File: src/rtl/view_controller_pkg.sv
// view_controller_pkg
//   Shared board geometry, coordinate type, direction vector and repeat-FSM
//   state encoding used by the view controller and its per-axis stepper.
//   No ports; imported with `import view_controller_pkg::*;`.
package view_controller_pkg;

  localparam int LOG_BOARD_SIZE = 6;
  localparam int BOARD_SIZE     = 1 << LOG_BOARD_SIZE;
  localparam int LOG_VIEW_SIZE  = 4;
  localparam int VIEW_SIZE      = 1 << LOG_VIEW_SIZE;

  // Board coordinate; natural wrap of this width gives the toroidal board.
  typedef logic [LOG_BOARD_SIZE-1:0] pos_t;

  // Sampled direction buttons, MSB first: up, down, left, right.
  typedef struct packed {
    logic up;
    logic down;
    logic left;
    logic right;
  } dir_t;

  typedef enum logic [1:0] {
    IDLE   = 2'd0,
    DELAY  = 2'd1,
    REPEAT = 2'd2
  } repeat_state_t;

  // Reduces an opposing button pair to {move, negative}. Both or neither
  // pressed means no motion on that axis.
  function automatic logic [1:0] axis_delta(input logic pos_btn, input logic neg_btn);
    logic [1:0] d;
    d = {pos_btn ^ neg_btn, neg_btn & ~pos_btn};
    return d;
  endfunction

endpackage

File: src/rtl/view_controller_if.sv
// view_controller_if
//   Groups the button inputs, the cursor/view position outputs and the edit
//   request handshake of view_controller.
//   slave  : the controller side (buttons and edit_ready_in in, positions and
//            edit request out).
//   master : the environment side (drives buttons and edit_ready_in).
interface view_controller_if;
  import view_controller_pkg::*;

  logic up_in;
  logic down_in;
  logic left_in;
  logic right_in;
  logic toggle_in;

  pos_t cursor_x_out;
  pos_t cursor_y_out;
  pos_t view_x_out;
  pos_t view_y_out;

  logic edit_valid_out;
  pos_t edit_x_out;
  pos_t edit_y_out;
  logic edit_ready_in;

  modport slave (
    input  up_in, down_in, left_in, right_in, toggle_in, edit_ready_in,
    output cursor_x_out, cursor_y_out, view_x_out, view_y_out,
    output edit_valid_out, edit_x_out, edit_y_out
  );

  modport master (
    output up_in, down_in, left_in, right_in, toggle_in, edit_ready_in,
    input  cursor_x_out, cursor_y_out, view_x_out, view_y_out,
    input  edit_valid_out, edit_x_out, edit_y_out
  );

endinterface

File: src/rtl/view_controller_axis_step.sv
// axis_step
//   Purely combinational single-axis stepper. Moves the cursor by -1/0/+1
//   modulo BOARD_SIZE and drags the view window by one cell when the cursor
//   would otherwise leave it.
//   pos_in/view_in   : current cursor and view origin on this axis
//   step_in/neg_in   : move this cycle / move in the negative direction
//   pos_out/view_out : next cursor and view origin
module axis_step
  import view_controller_pkg::*;
(
  input  pos_t pos_in,
  input  pos_t view_in,
  input  logic step_in,
  input  logic neg_in,
  output pos_t pos_out,
  output pos_t view_out
);

  localparam pos_t ONE       = pos_t'(1);
  // Offsets just outside the window on each side (-1 wraps to all ones).
  localparam pos_t OFF_OVER  = pos_t'(VIEW_SIZE);
  localparam pos_t OFF_UNDER = pos_t'(BOARD_SIZE - 1);

  pos_t pos_next_s;
  pos_t off_s;

  // Next cursor position and view origin for this axis.
  always_comb begin
    pos_next_s = pos_in;
    off_s      = pos_in - view_in;
    pos_out    = pos_in;
    view_out   = view_in;
    if (step_in) begin
      if (neg_in) begin
        pos_next_s = pos_in - ONE;
      end else begin
        pos_next_s = pos_in + ONE;
      end
      off_s   = pos_next_s - view_in;
      pos_out = pos_next_s;
      // Only one cell of motion per step, so the view never needs more than
      // one cell of correction to keep the cursor inside.
      if (off_s == OFF_OVER) begin
        view_out = view_in + ONE;
      end else if (off_s == OFF_UNDER) begin
        view_out = view_in - ONE;
      end else begin
        view_out = view_in;
      end
    end else begin
      pos_out  = pos_in;
      view_out = view_in;
    end
  end

endmodule

File: src/rtl/view_controller.sv
// view_controller
//   Converts debounced button levels into cursor / view-window positions for
//   the renderer and into single-cell toggle requests for the board memory.
//   Held directions auto-repeat after REPEAT_DELAY cycles, then every
//   REPEAT_PERIOD cycles. All outputs are registered.
//   clk_130mhz : system clock (shared with the renderer)
//   rst_in     : synchronous active-high reset
//   bus        : buttons in, cursor/view out, edit valid/ready handshake
module view_controller
  import view_controller_pkg::*;
#(
  parameter int REPEAT_DELAY  = 52_000_000,
  parameter int REPEAT_PERIOD = 13_000_000
) (
  input  logic              clk_130mhz,
  input  logic              rst_in,
  view_controller_if.slave  bus
);

  localparam int CNT_MAX = (REPEAT_DELAY > REPEAT_PERIOD) ? REPEAT_DELAY : REPEAT_PERIOD;
  localparam int CNT_W   = (CNT_MAX > 1) ? $clog2(CNT_MAX) : 1;
  typedef logic [CNT_W-1:0] cnt_t;

  localparam cnt_t DELAY_LOAD  = cnt_t'(REPEAT_DELAY - 1);
  localparam cnt_t PERIOD_LOAD = cnt_t'(REPEAT_PERIOD - 1);
  localparam cnt_t CNT_ZERO    = cnt_t'(0);
  localparam cnt_t CNT_ONE     = cnt_t'(1);

  repeat_state_t state_q, state_d;
  cnt_t          cnt_q, cnt_d;
  dir_t          prev_dir_q, prev_dir_d;
  logic          toggle_prev_q, toggle_prev_d;
  pos_t          cursor_x_q, cursor_x_d;
  pos_t          cursor_y_q, cursor_y_d;
  pos_t          view_x_q, view_x_d;
  pos_t          view_y_q, view_y_d;
  logic          edit_valid_q, edit_valid_d;
  pos_t          edit_x_q, edit_x_d;
  pos_t          edit_y_q, edit_y_d;

  dir_t       dir_s;
  logic       dir_any_s;
  logic       step_s;
  logic [1:0] x_delta_s;
  logic [1:0] y_delta_s;
  logic       accept_s;
  logic       toggle_rise_s;

  assign dir_s     = {bus.up_in, bus.down_in, bus.left_in, bus.right_in};
  assign dir_any_s = |dir_s;
  assign x_delta_s = axis_delta(dir_s.right, dir_s.left);
  assign y_delta_s = axis_delta(dir_s.down, dir_s.up);

  axis_step u_axis_x (
    .pos_in   (cursor_x_q),
    .view_in  (view_x_q),
    .step_in  (step_s & x_delta_s[1]),
    .neg_in   (x_delta_s[0]),
    .pos_out  (cursor_x_d),
    .view_out (view_x_d)
  );

  axis_step u_axis_y (
    .pos_in   (cursor_y_q),
    .view_in  (view_y_q),
    .step_in  (step_s & y_delta_s[1]),
    .neg_in   (y_delta_s[0]),
    .pos_out  (cursor_y_d),
    .view_out (view_y_d)
  );

  // Auto-repeat FSM: decides when a step fires and reloads the hold counter.
  always_comb begin
    state_d = state_q;
    cnt_d   = cnt_q;
    step_s  = 1'b0;
    case (state_q)
      IDLE: begin
        if (dir_any_s) begin
          step_s  = 1'b1;
          cnt_d   = DELAY_LOAD;
          state_d = DELAY;
        end else begin
          state_d = IDLE;
        end
      end
      DELAY, REPEAT: begin
        if (!dir_any_s) begin
          state_d = IDLE;
        end else if (dir_s != prev_dir_q) begin
          // A changed combination restarts the initial delay.
          step_s  = 1'b1;
          cnt_d   = DELAY_LOAD;
          state_d = DELAY;
        end else if (cnt_q == CNT_ZERO) begin
          step_s  = 1'b1;
          cnt_d   = PERIOD_LOAD;
          state_d = REPEAT;
        end else begin
          cnt_d = cnt_q - CNT_ONE;
        end
      end
      default: begin
        state_d = IDLE;
        cnt_d   = CNT_ZERO;
      end
    endcase
  end

  // Edge history for direction-change and toggle-edge detection.
  always_comb begin
    prev_dir_d    = dir_s;
    toggle_prev_d = bus.toggle_in;
  end

  // Edit request: latch the pre-step cursor on a toggle edge when the slot is
  // free or being freed by this cycle's handshake; otherwise the edge is lost.
  always_comb begin
    edit_valid_d  = edit_valid_q;
    edit_x_d      = edit_x_q;
    edit_y_d      = edit_y_q;
    accept_s      = edit_valid_q & bus.edit_ready_in;
    toggle_rise_s = bus.toggle_in & ~toggle_prev_q;
    if (toggle_rise_s && (!edit_valid_q || accept_s)) begin
      edit_valid_d = 1'b1;
      edit_x_d     = cursor_x_q;
      edit_y_d     = cursor_y_q;
    end else if (accept_s) begin
      edit_valid_d = 1'b0;
    end else begin
      edit_valid_d = edit_valid_q;
    end
  end

  // State and output registers with synchronous reset.
  always_ff @(posedge clk_130mhz) begin
    if (rst_in) begin
      state_q       <= IDLE;
      cnt_q         <= CNT_ZERO;
      prev_dir_q    <= dir_t'(4'b0000);
      toggle_prev_q <= 1'b0;
      cursor_x_q    <= pos_t'(0);
      cursor_y_q    <= pos_t'(0);
      view_x_q      <= pos_t'(0);
      view_y_q      <= pos_t'(0);
      edit_valid_q  <= 1'b0;
      edit_x_q      <= pos_t'(0);
      edit_y_q      <= pos_t'(0);
    end else begin
      state_q       <= state_d;
      cnt_q         <= cnt_d;
      prev_dir_q    <= prev_dir_d;
      toggle_prev_q <= toggle_prev_d;
      cursor_x_q    <= cursor_x_d;
      cursor_y_q    <= cursor_y_d;
      view_x_q      <= view_x_d;
      view_y_q      <= view_y_d;
      edit_valid_q  <= edit_valid_d;
      edit_x_q      <= edit_x_d;
      edit_y_q      <= edit_y_d;
    end
  end

  assign bus.cursor_x_out   = cursor_x_q;
  assign bus.cursor_y_out   = cursor_y_q;
  assign bus.view_x_out     = view_x_q;
  assign bus.view_y_out     = view_y_q;
  assign bus.edit_valid_out = edit_valid_q;
  assign bus.edit_x_out     = edit_x_q;
  assign bus.edit_y_out     = edit_y_q;

endmodule

File: src/flat_wrapper.sv
// flat-port wrapper written by rule: the top's interface ports become plain ports
module view_controller_flat import view_controller_pkg::*;
#(
  parameter int REPEAT_DELAY  = 52_000_000,
  parameter int REPEAT_PERIOD = 13_000_000
)
  (clk_130mhz, rst_in, bus_up_in, bus_down_in, bus_left_in, bus_right_in, bus_toggle_in, bus_edit_ready_in, bus_cursor_x_out, bus_cursor_y_out, bus_view_x_out, bus_view_y_out, bus_edit_valid_out, bus_edit_x_out, bus_edit_y_out);
  view_controller_if bus_i ();
  input  logic clk_130mhz;
  input  logic rst_in;
  input wire logic [$bits(bus_i.up_in)-1:0] bus_up_in;
  input wire logic [$bits(bus_i.down_in)-1:0] bus_down_in;
  input wire logic [$bits(bus_i.left_in)-1:0] bus_left_in;
  input wire logic [$bits(bus_i.right_in)-1:0] bus_right_in;
  input wire logic [$bits(bus_i.toggle_in)-1:0] bus_toggle_in;
  input wire logic [$bits(bus_i.edit_ready_in)-1:0] bus_edit_ready_in;
  output wire logic [$bits(bus_i.cursor_x_out)-1:0] bus_cursor_x_out;
  output wire logic [$bits(bus_i.cursor_y_out)-1:0] bus_cursor_y_out;
  output wire logic [$bits(bus_i.view_x_out)-1:0] bus_view_x_out;
  output wire logic [$bits(bus_i.view_y_out)-1:0] bus_view_y_out;
  output wire logic [$bits(bus_i.edit_valid_out)-1:0] bus_edit_valid_out;
  output wire logic [$bits(bus_i.edit_x_out)-1:0] bus_edit_x_out;
  output wire logic [$bits(bus_i.edit_y_out)-1:0] bus_edit_y_out;
  assign bus_i.up_in = bus_up_in;
  assign bus_i.down_in = bus_down_in;
  assign bus_i.left_in = bus_left_in;
  assign bus_i.right_in = bus_right_in;
  assign bus_i.toggle_in = bus_toggle_in;
  assign bus_i.edit_ready_in = bus_edit_ready_in;
  assign bus_cursor_x_out = bus_i.cursor_x_out;
  assign bus_cursor_y_out = bus_i.cursor_y_out;
  assign bus_view_x_out = bus_i.view_x_out;
  assign bus_view_y_out = bus_i.view_y_out;
  assign bus_edit_valid_out = bus_i.edit_valid_out;
  assign bus_edit_x_out = bus_i.edit_x_out;
  assign bus_edit_y_out = bus_i.edit_y_out;
  view_controller #(.REPEAT_DELAY(REPEAT_DELAY), .REPEAT_PERIOD(REPEAT_PERIOD)) u_core (.clk_130mhz(clk_130mhz), .rst_in(rst_in), .bus(bus_i));
endmodule
File: config.mk
export PLATFORM = sky130hd
export DESIGN_NAME = view_controller_flat
export DESIGN_NICKNAME = d
export VERILOG_FILES = /design/src/rtl/view_controller_pkg.sv /design/src/rtl/view_controller_if.sv /design/src/rtl/view_controller_axis_step.sv /design/src/rtl/view_controller.sv /design/src/flat_wrapper.sv
export SDC_FILE = /design/constraint.sdc
export NUM_CORES = 1
export LEC_CHECK = 0
export BUFFER_PORTS_ARGS = -buffer_cell sky130_fd_sc_hd__clkbuf_2
export CORE_MARGIN = 4
export CORE_UTILIZATION = 56
export DETAILED_ROUTE_END_ITERATION = 6
export PLACE_DENSITY = 0.76
export SYNTH_ARGS = -nofsm -noshare
export SYNTH_HDL_FRONTEND = slang
export SYNTH_HIERARCHICAL = 1
export SYNTH_SLANG_ARGS = --single-unit
File: constraint.sdc
create_clock -name clk_130mhz -period 4.6 [get_ports clk_130mhz]
set_input_delay 0.92 -clock clk_130mhz [delete_from_list [all_inputs] [get_ports clk_130mhz]]
set_output_delay 0.92 -clock clk_130mhz [all_outputs]
set_load 0.1 [all_outputs]
==> results of run 1 <==
## worst paths after layout
| path | endpoint | slack (ns) | start | cells past startpoint |
|---|---|---|---|---|
| worst max-delay path | u_core/bus.view_y_out[1] | 0.73 | bus_down_in | 15 |
| worst min-delay path | u_core/cnt_q[21] | 0.46 | u_core/cnt_q[21] | 2 |
| worst max register to register | u_core/bus.view_y_out[1] | 1.30 | u_core/bus.cursor_y_out[0] | 12 |
| worst min register to register | u_core/cnt_q[21] | 0.46 | u_core/cnt_q[21] | 2 |
## layer usage
layer / up-vias / global-route usage [%] / wire [um]
met5: - / 0 / 0
met4: 0 / 7.67 / 146
met1: 1952 / 29.3 / 4980
li1: 2030 / - / -
met3: 14 / 4.50 / 594
met2: 115 / 36.4 / 5130
## synth_stat cells (5+ instances only)
cell type,number
sky130_fd_sc_hd__xnor2_1,26
sky130_fd_sc_hd__and3_1,9
sky130_fd_sc_hd__clkbuf_1,13
sky130_fd_sc_hd__dfxtp_1,70
sky130_fd_sc_hd__o21ai_1,10
sky130_fd_sc_hd__nor3_1,11
sky130_fd_sc_hd__mux2i_1,24
sky130_fd_sc_hd__a21oi_1,33
sky130_fd_sc_hd__nand2b_1,6
sky130_fd_sc_hd__nor2b_1,30
sky130_fd_sc_hd__mux2_1,6
sky130_fd_sc_hd__nand4_1,13
sky130_fd_sc_hd__inv_1,26
sky130_fd_sc_hd__o21ai_0,12
sky130_fd_sc_hd__nor2_1,55
sky130_fd_sc_hd__a21o_1,8
sky130_fd_sc_hd__a31oi_1,5
sky130_fd_sc_hd__nand3_1,17
sky130_fd_sc_hd__ha_1,30
sky130_fd_sc_hd__xor2_1,7
sky130_fd_sc_hd__nand2_1,38
## cell families (layout without fill, tap and decap cells)
family                   after synthesis  in the layout  synth area share [%]
buffers and inverters                 48             93                  4.20
multiplexers                          34             34                  7.32
XOR/XNOR                              39             39                  8.48
AO/OA/AOI/OAI                        105            105                  15.2
flip-flops                            70             70                  29.1
AND/OR/NAND/NOR                      218            218                  26.3
adder cells (fa/ha/maj)               34             34                  9.44
## sequential cells by signal, summed over array words and instances (netlist names), 2 cells and up
signal	cells
u_core/prev_dir_q	4
u_core/bus.view_x_out	6
u_core/bus.cursor_x_out	6
u_core/bus.cursor_y_out	6
u_core/bus.edit_x_out	6
u_core/bus.edit_y_out	6
u_core/state_q	2
u_core/bus.view_y_out	6
u_core/cnt_q	26
## tightest hold or removal path: stages, from the launching register on
cell	delay [ns]
sky130_fd_sc_hd__dfxtp_1	0.32
sky130_fd_sc_hd__nand2_1	0.06
sky130_fd_sc_hd__nand2_1	0.04
## power breakdown
| part | switching, W | total (W) | internal [W] |
|---|---|---|---|
| clock | 0.000238 | 0.000462 | 0.000224 |
| combinational | 0.000691 | 0.00109 | 0.000394 |
| sequential | 0.0000781 | 0.000739 | 0.000661 |
## area by class of cell
cell class,count,area (um^2)
Fill cell,691,3000
Multi-Input combinational cell,430,3220
Sequential cell,70,1400
Tap cell,105,131
Clock buffer,11,151
Clock inverter,5,33.8
Timing Repair Buffer,50,265
Inverter,27,101
## through the flow
step	instance area (um^2)	setup slack, ns	power, W	instances	hold slack, ns
2_1_floorplan	4820	0.719	0.00166	548	0.436
3_3_place_gp	5120	0.426	0.00180	682	0.455
3_5_place_dp	5120	0.376	0.00183	682	0.458
4_1_cts	5300	0.734	0.00230	698	0.470
5_1_grt	5300	0.429	0.00242	698	0.510
6_report	5300	0.726	0.00229	698	0.465
==> impl_metrics.csv, run 1 <==
group,metric,value,unit
worst_setup_path,worstSetupPathType,"input port to flop",
die,initial_util,58.1,%
logic_synthesis,avgSynthCellArea,8.80,um^2
worst_setup_path,timing.critical_path.slowest_cell_delay,0.42,ns
cells_and_area,final_nets,630,
sta,slew_at_the_pin_closest_to_its_max_slew_limit,1.20,ns
die,rows,33,
logic_synthesis,synth_flop_cell,"sky130_fd_sc_hd__dfxtp_1",
sta,fin_setup_tns,0,ns
outcome,status,"completed",
clock_tree,clock_root_buffer_master,"sky130_fd_sc_hd__clkbuf_8",
grt,grt_usage,22.3,%
clock_tree,clock_path_buffers,2,
worst_setup_path,worstPathMaxFanout,7,
drt,routed_wirelength,10800,um
logic_synthesis,synth_top_area_share,29.1,%
logic_synthesis,netlist.top_cell.by_area,"sky130_fd_sc_hd__dfxtp_1",
die,die_area,0.0102,mm^2
sta,post-route-period-util,84.2,%
logic_synthesis,ys_seq_elements,70,
sta,maxSlewHeadroom,19.6,%
grt,pin_count_of_the_biggest_net_entering_global_routing,67,
die,ioPinCount,45,
cells_and_area,flow.area_growth_from_synthesis,9.96,%
sta,pins_over_slew_limit,0,
logic_synthesis,synthesis.yosys.warnings,6,
power_and_ir_drop,worst_ir_drop_vdd,0.000266,V
power_and_ir_drop,p_leak,2.17,nW
cells_and_area,drive_gt1_share,17.4,%
drt,viasPerCell,5.89,
clock_tree,postCtsSetupBuffers,0,
cells_and_area,layout.cells.most_common_list,"70 x sky130_fd_sc_hd__dfxtp_1, 55 x sky130_fd_sc_hd__nor2_1, 44 x sky130_fd_sc_hd__clkbuf_2, 38 x sky130_fd_sc_hd__nand2_1, 33 x sky130_fd_sc_hd__a21oi_1",
worst_setup_path,timing.critical_path.to_type,"flop",
worst_setup_path,crit_path_top_delay_cell,"sky130_fd_sc_hd__fa_1",
drt,wl_per_cell,15.5,um
place,portBuffers,44,
place,gp_congestion,0.842,
logic_synthesis,post_synth_num_cell_types,68,
clock_tree,cts_tree,"built",
grt,first_global_vias,4006,
sta,final_period_minus_worst_setup_slack,3.87,ns
sta,timing.final.setup_violations,0,
logic_synthesis,syn-instance-count,548,
cells_and_area,mostFrequentLayoutCell,"sky130_fd_sc_hd__dfxtp_1",
drt,detailroute.via_count,4111,
hold_path,worstHoldPathType,"flop to flop",
clock_tree,worstSkewPairLatency,0.35,ns
logic_synthesis,synth-seq-area-share,29.1,%
worst_setup_path,cp_top_family,"adder cells",
drt,postRouteAntennaNets,0,
worst_setup_path,cp_data_arrival_time,4.15,ns
logic_synthesis,synth_fp_nets,590,
drt,detailed_router_s_first_iteration_violation_count,247,
clock_tree,cts.clk_slew.worst_paths,0.07,ns
die,die_w,101,um
clock_tree,cts_hold_buffers,0,
power_and_ir_drop,power.density,431,mW/mm^2
grt,antenna_found_initial,0,
sta,max_freq,258,MHz
grt,grt.overflow.total,0,
logic_synthesis,mappedNetlistArea,0.00482,mm^2
sta,rsz_0062_raised_after_global_routing,"false",
sta,finalHoldViolCount,0,
logic_synthesis,synth_async_sr_flop_share,0,%
logic_synthesis,synth.top_cells.by_area,"sky130_fd_sc_hd__dfxtp_1 29%, sky130_fd_sc_hd__ha_1 7.8%, sky130_fd_sc_hd__mux2i_1 5.0%",
cells_and_area,insertedDiodeCount,0,
place,hpwl_dp,7880,um
die,floorplan.die.height,101,um
worst_setup_path,worst-path-buf-inv,2,
worst_setup_path,critical_path_rt,4.87,ns
die,core_region,0.00830,mm^2
worst_setup_path,path_cells,"clkbuf_2 -> inv_1 -> ha_1 -> fa_1 -> a21o_1 -> a21oi_1 -> xnor2_1 -> ha_1 -> nor2b_1 -> a221o_1 -> nor3_4 -> xnor2_4 -> mux2_1 -> nand3_1 -> nor2b_1",
flow_run,max-cap-violations,0,
grt,wire_length_of_the_first_global_routing_pass,18500,um
clock_tree,number_of_gates_resized_after_cts,0,
clock_tree,cts_buffers,9,
drt,route.detailed.drc,0,
sta,clock_skew,0.0107,ns
drt,detail_route.first_pass.iterations,4,
logic_synthesis,synth-edff-count,0,
cells_and_area,post-route-util,63.9,%
worst_setup_path,crit_path_start_kind,"input port",
clock_tree,cts_sinks,70,
clock_tree,htree_num_levels,3,
No activity file was read; power rests on OpenSTA's default activity.
==> run 2, diff against run 1 <==
==> constraint.sdc (replaced) <==
create_clock -name clk_130mhz -period 3.85 [get_ports clk_130mhz]
set_input_delay 0.77 -clock clk_130mhz [delete_from_list [all_inputs] [get_ports clk_130mhz]]
set_output_delay 0.77 -clock clk_130mhz [all_outputs]
set_load 0.1 [all_outputs]
==> impl_metrics.csv, run 2 (synthesized netlist as in run 1, its figures left out) <==
group,metric,value,unit
die,die_area,0.0102,mm^2
sta,max_freq,276,MHz
power_and_ir_drop,pwr-share-seq,31.2,%
place,post-place-ws,-0.109,ns
power_and_ir_drop,power.density,511,mW/mm^2
cells_and_area,mostFrequentLayoutCell,"sky130_fd_sc_hd__dfxtp_1",
grt,grt_usage,23.0,%
drt,detail_route.first_pass.iterations,5,
worst_setup_path,cp_data_arrival_time,3.90,ns
hold_path,worstHoldPathCells,2,
clock_tree,cts_buffers,9,
flow_run,max-cap-violations,0,
cells_and_area,layout.cells.most_common_list,"70 x sky130_fd_sc_hd__dfxtp_1, 55 x sky130_fd_sc_hd__nor2_1, 44 x sky130_fd_sc_hd__clkbuf_2, 38 x sky130_fd_sc_hd__nand2_1",
cells_and_area,flow.area_growth_from_synthesis,14.0,%
power_and_ir_drop,cellInternalPower,0.00160,W
power_and_ir_drop,total_switching_power,0.00121,W
sta,maxSlewHeadroom,23.3,%
drt,route.detailed.drc,0,
grt,global_route.peak_usage_layer,"met2",
outcome,status,"completed",
clock_tree,cts.clk_slew.worst_paths,0.08,ns
sta,timing.final.setup_violations,0,
cells_and_area,drive_gt1_share,20.7,%
power_and_ir_drop,power_frac_comb,48.6,%
sta,slew_at_the_pin_closest_to_its_max_slew_limit,1.14,ns
clock_tree,cts_sinks,70,
worst_setup_path,worstPathMaxFanout,7,
grt,global_route.usage.met3,2.98,%
sta,rsz_0062_raised_after_global_routing,"false",
die,core_region,0.00830,mm^2
die,rows,33,
sta,setup_slack,0.228,ns
sta,post-route-period-util,94.1,%
cells_and_area,post-route-util,66.2,%
clock_tree,clock_root_buffer_master,"sky130_fd_sc_hd__clkbuf_8",
grt,grt.overflow.total,0,
clock_tree,cts_tree,"built",
clock_tree,number_of_gates_resized_after_cts,0,
drt,viasPerCell,5.85,
cells_and_area,max_flop_register,"u_core/cnt_q",
worst_setup_path,reg2regPathDepth,12,
clock_tree,postCtsSetupBuffers,0,
cells_and_area,insertedDiodeCount,0,
worst_setup_path,timing.critical_path.to_type,"flop",
drt,routed_wirelength,11200,um
sta,final_period_minus_worst_setup_slack,3.62,ns
place,hpwl_dp,8160,um
sta,finalHoldViolCount,0,
grt,first_global_vias,4100,
hold_path,worstHoldPathType,"flop to flop",
grt,groute.layer.met1.usage,31.0,%
drt,detailed_router_s_first_iteration_violation_count,260,
die,ioPinCount,45,
grt,antenna_found_initial,0,
sta,pins_over_slew_limit,0,
drt,wl_per_cell,15.5,um
drt,postRouteAntennaNets,0,
clock_tree,clock_path_buffers,2,
grt,wire_length_of_the_first_global_routing_pass,19100,um
power_and_ir_drop,clock_power_share,20.2,%
power_and_ir_drop,p_leak,2.29,nW
worst_setup_path,worstSetupPathType,"input port to flop",
place,gp_congestion,0.861,
die,die_w,101,um
place,portBuffers,44,
die,floorplan.die.height,101,um
cells_and_area,final_nets,656,
worst_setup_path,crit_path_start_kind,"input port",
worst_setup_path,critical_path_rt,4.13,ns
power_and_ir_drop,worst_ir_drop_vdd,0.000354,V
clock_tree,htree_num_levels,3,
power_and_ir_drop,power_switching_share,43.0,%
clock_tree,worstSkewPairLatency,0.34,ns
grt,grt_util_met2,37.5,%
grt,pin_count_of_the_biggest_net_entering_global_routing,51,
drt,detailroute.via_count,4222,
sta,clock_skew,0.00490,ns
cells_and_area,largest_register_ff_count,26,
clock_tree,cts_hold_buffers,0,
die,initial_util,58.1,%
## run 2: per-stage QoR
stage	setup TNS, ns	hold slack, ns	instances	power [W]	instance area (um^2)
after floorplan	0	0.436	548	0.00198	4820
after global placement	-0.134	0.455	708	0.00221	5310
after detailed placement	-1.07	0.458	708	0.00225	5310
after CTS	0	0.469	722	0.00283	5490
after global routing	0	0.488	722	0.00298	5500
final	0	0.466	722	0.00281	5500
## run 2: metal layers
metal  wire length [um]  vias to the layer above  share of wire, %
met4                148                        0               1.3
met2               5300                      125                47
li1                   -                     2080                 -
met1               5120                     2004                46
met5                  0                        -                 0
met3                614                       13               5.5
## run 2: final timing paths
kind | slack (ns) | start | endpoint
min | 0.47 | u_core/cnt_q[21] | u_core/cnt_q[21]
max | 0.23 | bus_right_in | u_core/bus.view_x_out[1]
min reg2reg | 0.47 | u_core/cnt_q[21] | u_core/cnt_q[21]
max reg2reg | 0.58 | u_core/bus.cursor_x_out[0] | u_core/bus.view_x_out[1]
## run 2: cell type report
class | instances | area (um^2)
tap | 105 | 131
clock inverter | 4 | 50.0
clock buffer | 10 | 128
sequential | 70 | 1400
multi-input combinational | 430 | 3220
inverter | 27 | 101
timing repair buffer | 76 | 460
fill | 685 | 2800
## run 2: critical path, stage by stage
cell,delay [ns]
sky130_fd_sc_hd__clkbuf_2,0.11
sky130_fd_sc_hd__inv_1,0.06
sky130_fd_sc_hd__ha_1,0.25
sky130_fd_sc_hd__fa_2,0.38
sky130_fd_sc_hd__a21o_1,0.20
sky130_fd_sc_hd__a21oi_2,0.15
sky130_fd_sc_hd__xnor2_1,0.16
sky130_fd_sc_hd__ha_1,0.28
sky130_fd_sc_hd__nor2b_1,0.15
sky130_fd_sc_hd__a221o_1,0.36
sky130_fd_sc_hd__nor3_4,0.27
sky130_fd_sc_hd__xnor2_4,0.22
sky130_fd_sc_hd__mux2_1,0.36
sky130_fd_sc_hd__nand3_1,0.07
sky130_fd_sc_hd__nor2b_1,0.11
## run 2: power by group through the flow
stage                     Combinational [W]  Sequential, W  Clock, W
final                               0.00136       0.000877  0.000569
after global routing                0.00147       0.000889  0.000617
after CTS                           0.00136       0.000877  0.000585
after detailed placement            0.00135       0.000894         0
after global placement              0.00132       0.000889         0
after floorplan                    0.000843        0.00114         0
